==> src/rtl/mealy_101_nonoverlap.sv <==
// ---------------------------------------------------------------------------
// mealy_101_nonoverlap
//
// Purpose:
//   Serial Mealy detector for the bit pattern "101" on din. Detection is
//   non-overlapping: the '1' that completes a match is not reused as the
//   first bit of the next match. An optional saturating counter records
//   how many matches have been seen since reset or the last clear.
//
// Configuration:
//   MEALY101_DET_COUNT_EN  - when defined, the detection counter and its
//                            synchronous clear (cnt_clr) are built. When
//                            undefined, det_count is tied to zero and
//                            cnt_clr is ignored. The FSM and dout behave
//                            the same in both builds.
//
// Parameters:
//   COUNT_W    - width of det_count (default 8)
//
// Ports:
//   clk        - input,  1 bit : clock, all state changes on its rising edge
//   rst        - input,  1 bit : asynchronous active-high reset
//   din        - input,  1 bit : serial data bit
//   en         - input,  1 bit : sample enable, din is consumed only when 1
//   cnt_clr    - input,  1 bit : synchronous clear of det_count
//   dout       - output, 1 bit : Mealy detect flag, high in the cycle whose
//                                din completes "101"
//   state_o    - output, 2 bits: registered FSM state, for debug
//   det_count  - output, COUNT_W bits: number of detections (saturating)
// ---------------------------------------------------------------------------
module mealy_101_nonoverlap #(
    parameter int COUNT_W = 8
) (
    input  logic               clk,
    input  logic               rst,
    input  logic               din,
    input  logic               en,
    input  logic               cnt_clr,
    output logic               dout,
    output logic [1:0]         state_o,
    output logic [COUNT_W-1:0] det_count
);

    // The fourth encoding is named so the default branch of the next-state
    // logic has something explicit to recover from.
    typedef enum logic [1:0] {
        IDLE    = 2'b00,
        GOT1    = 2'b01,
        GOT10   = 2'b10,
        ILLEGAL = 2'b11
    } state_t;

    state_t state;
    state_t next_state;
    logic   detect;

    // State register. Reset is asynchronous so the partial match is dropped
    // the moment rst rises, without waiting for a clock edge.
    always_ff @(posedge clk or posedge rst) begin
        if (rst) begin
            state <= IDLE;
        end else begin
            state <= next_state;
        end
    end

    // Next-state and Mealy output. With en low every legal state holds and
    // no detect is reported. A completed match always returns to IDLE,
    // which is what makes the detector non-overlapping. The illegal
    // encoding recovers to IDLE on the next edge whether or not en is high,
    // and never raises the detect flag.
    always_comb begin
        next_state = state;
        detect     = 1'b0;
        case (state)
            IDLE: begin
                if (en && din) begin
                    next_state = GOT1;
                end
            end
            GOT1: begin
                if (en && !din) begin
                    next_state = GOT10;
                end
            end
            GOT10: begin
                if (en) begin
                    next_state = IDLE;
                    detect     = din;
                end
            end
            default: begin
                next_state = IDLE;
            end
        endcase
    end

    assign dout    = detect;
    assign state_o = state;

`ifdef MEALY101_DET_COUNT_EN
    logic [COUNT_W-1:0] count;

    // Detection counter. Clear wins over a simultaneous detect; once the
    // counter is all ones it stays there instead of wrapping to zero.
    always_ff @(posedge clk or posedge rst) begin
        if (rst) begin
            count <= '0;
        end else if (cnt_clr) begin
            count <= '0;
        end else if (detect && (count != {COUNT_W{1'b1}})) begin
            count <= count + COUNT_W'(1);
        end
    end

    assign det_count = count;
`else
    // Counter not built: the output is a constant and the clear input is
    // deliberately left without effect.
    logic unused_cnt_clr;

    assign unused_cnt_clr = cnt_clr;
    assign det_count      = '0;
`endif

endmodule

==> config.mk <==
export PLATFORM = sky130hd
export DESIGN_NAME = mealy_101_nonoverlap
export DESIGN_NICKNAME = d
export VERILOG_FILES = /design/src/rtl/mealy_101_nonoverlap.sv
export SDC_FILE = /design/constraint.sdc
export NUM_CORES = 1
export LEC_CHECK = 0
export ABC_AREA = 1
export CAP_MARGIN = 20
export CORE_AREA = 10 10 47 49
export CTS_CLUSTER_SIZE = 16
export DETAILED_ROUTE_END_ITERATION = 6
export DIE_AREA = 0 0 57 59
export GPL_ROUTABILITY_DRIVEN = 0
export GPL_TIMING_DRIVEN = 1
export PLACE_DENSITY = 0.43
export SLEW_MARGIN = 20
export SYNTH_ARGS = -nofsm -noshare
export SYNTH_HDL_FRONTEND = slang
export SYNTH_SLANG_ARGS = --single-unit
==> constraint.sdc <==
create_clock -name clk -period 0.93 [get_ports clk]
set_clock_uncertainty 0.05 [all_clocks]
set_input_delay 0.093 -clock clk [delete_from_list [all_inputs] [get_ports clk]]
set_output_delay 0.093 -clock clk [all_outputs]
set_load 0.05 [all_outputs]
# After elaboration in Yosys (flattened, before gate mapping)
# Index checks and enable logic that the tools add are counted.
totals:
  input_bits: 5
  wordCells: 17
  regBits: 2
classes:
  muxes: 6
  reduce_logical: 5
  eq_ne: 5
op_table:
  columns: ["cell", "count"]
  rows:
  - ["$mux W2", 3]
  - ["$ne A2 B2 Y1 const B", 3]
  - ["$pmux W2 S3", 1]
  - ["$reduce_and A3 Y1", 1]
  - ["$eq A2 B1 Y1 const B", 1]
  - ["$eq A2 B2 Y1 const B", 1]
  - ["$logic_and A1 B1 Y1", 2]
  - ["$logic_not A2 Y1", 1]
  - ["$mux W1", 2]
  - ["$logic_not A1 Y1", 1]

# Longest topological paths before layout
logic_depth:
  depth_word: 4
  depth_mapped: 4
  depth_no_buf: 4

# Worst setup path after synthesis
# Ideal clock, no wire load.
synth_path:
  path_type: "register to output"
  from: "reg state[1], in the netlist state_o[1]"
  to: "out dout"
  arrival_ns: 1.445
  t_required_ns: 0.787
  setup_slack_ns: -0.658
  path_stages_with_launch: 3
  cell_sequence: "dfrtp_1 inv_1 nor3_2"
synth_via:
  elab_chain_len: 2
synth_rtl:
  columns: ["item", "line", "source"]
  rows:
  - ["from (decl)", "53", "state_t state;"]
  - ["from (signal assigned)", "63", "state <= next_state;"]
  - ["$eq A2 B2 Y1", "75", "case (state)"]
  - ["$mux W1", "75", null]
  - ["to (decl)", "39", "output logic dout,"]
# No other way between the ends.

# Worst setup path after layout
layout_path:
  from: "reg state[0], in the netlist state_o[0]"
  to: "out dout"
# The elaborated chain is that of the path after synthesis.

==> results.cfg <==
[run_status]
outcome = complete, but fails checks
violations = setup timing

[grt]
track_usage_pct = 2.76
grtUsageMet1_pct = 2.84
grt_pass1_vias = 157
grt_remaining_overflow = 0
grt_use_met3_pct = 3.00
grt_use_met2_pct = 2.64
antenna_found_initial = 0
top_usage_layer = met4
grt_max_degree = 5
grt_first_pass_wirelength_um = 662

[critical_path]
crit_type = reg -> out
startpoint = state_o[0]
cp-start-kind = register
crit_required_ns = 0.79
worstPathArrival_ns = 1.03
endpoint_kind = output pin
r2r_start = state_o[0]
cp_max_fo = 4

[synth]
ys_seq_area_share_pct = 27.6
synth.cell_area_sq_um = 181
synth_area_leader_cell = buf_4
ys_seq_elements = 2
ys_warn_count = 0
synth_cells = 24
synth_top_area_share_pct = 33.1
syn_area_per_cell_sq_um = 7.56
synthTopCellsByArea = buf_4 (33%), dfrtp_1 (28%), nand2_1 (6.2%), nor2_4 (6.2%), nor3_2 (5.5%)
ys_types = 12

[cells_and_area]
diodes = 0
layout_common_cells = conb_1 (8), buf_4 (4)
drive_gt1_share_pct = 52.6
final_nets = 45
largest_reg_flops = 2
area_delta_synth_final_pct = 89.0
multi_input_area_sq_um = 91.3
final_common_cell = conb_1
fillers = 154
instances_no_fill = 54
register_area_sq_um = 52.6

[timing]
fmax_mhz = 854
period_share_pct = 126
finalCriticalPeriod_ns = 1.17
setup_violations = 3
worst_slack_ns = -0.241
slew_viol_final = 0
rsz0062_at_grt = true
finalHoldViolCount = 0

[die]
core_area_sq_um = 1400
io_pins = 16
initial_utilization_pct = 12.9
die_area_sq_um = 3360
die_h_um = 59
rows = 14
die_x_um = 57

[detailed_routing]
avgRoutedWirePerCell_um = 7.91
drc = 0
ant_nets = 0
viasPerCell = 2.89
drt-initial-drc-count = 2
drt_wl_total_um = 427
via_count = 156
firstDrtPassIters = 3

[clock_tree]
root_buffer = clkbuf_4
clock_latency_ns = 0.22
post_cts_buffers = 0
htreeDepth = 1
cts_buffers = 3
cts_buffer_depth = 2
clkTransAtPathRegs_ns = 0.03
cts_tree = yes
clkSinkCount = 2

[placement]
port_buffers = 6
pre_cts_slack_ns = -0.238
dp_hpwl_um = 363
dp_cells = 50

[pwr]
irDropWorstVdd_mv = 0.538
power_density_nw_per_um2 = 1660
leakagePower_uw = 0.000170

[run]
cap_viol_max_count = 0

[worst_hold_path]
min_path_type = in -> async
## critical path, cell delays in order, from the launching register on
cell and delay [ns]:
dfrtp_2 0.42, nor3_4 0.22, buf_12 0.16
## path summary, 6_finish.rpt
kind,slack [ns],cells after the start,endpoint
hold / removal,0.52,3,state_o[0]
hold reg to reg,0.53,3,state_o[1]
max in group asynchronous,0.19,3,state_o[1]
min in group clk,0.53,3,state_o[1]
setup / recovery,-0.24,2,dout
setup reg to reg,0.01,5,state_o[1]
## area by class of cell
class | count | share of cell area (%)
sequential | 2 | 15.3
timing repair buffer | 12 | 41.2
tap | 16 | 5.84
inverter | 4 | 4.38
multi-input combinational | 17 | 26.6
clock buffer | 3 | 6.57
## cells in the mapped netlist (all sizes together)
master and n:
nand2 3, o21ai 1, conb 1, nor2 3, nand3 1, dfrtp 2, buf 8, inv 4
nor3 1
## layer usage
metal / up-vias / part of all wire [%]
met3: 0 / 10
met2: 9 / 41
li1: 84 / -
met1: 63 / 48
met4: 0 / 0
met5: - / 0
## power by group
part           leakage, uW  switching (uW)  internal (uW)
clock network    0.0000138            48.4            142
logic             0.000134             160            102
registers        0.0000227            16.2            101
total             0.000170             225            345
## what timing repair did
item / 4_1_cts / 5_1_grt
endpoints found under the hold margin: 2 / 0
hold buffers: 1 / 0
endpoints found under the setup margin: 3 / 4
resized for setup: 1 / 1
## through the flow
step | hold WS, ns | TNS [ns] | power (uW) | util [%] | cell area (sq um)
finish | 0.518 | -0.507 | 570 | 24.5 | 343
global route | 0.523 | -0.633 | 610 | 24.5 | 343
CTS | 0.509 | -0.545 | 583 | 24.3 | 340
detailed placement | 0.201 | -0.441 | 373 | 21.7 | 304
global placement | 0.205 | -0.460 | 374 | 21.7 | 304
floorplan | -0.216 | -0.246 | 288 | - | 216
## cell families (layout without fill, tap and decap cells)
kind of cell | Yosys count | after routing | share of synthesized area [%]
buffers and inverters | 12 | 19 | 41.4
and+or+nand+nor | 8 | 8 | 26.2
DFF | 2 | 2 | 27.6
other | 1 | 8 | 2.07
AOI/OAI and AO/OA | 1 | 1 | 2.76
(Power assumes the default switching activity.)
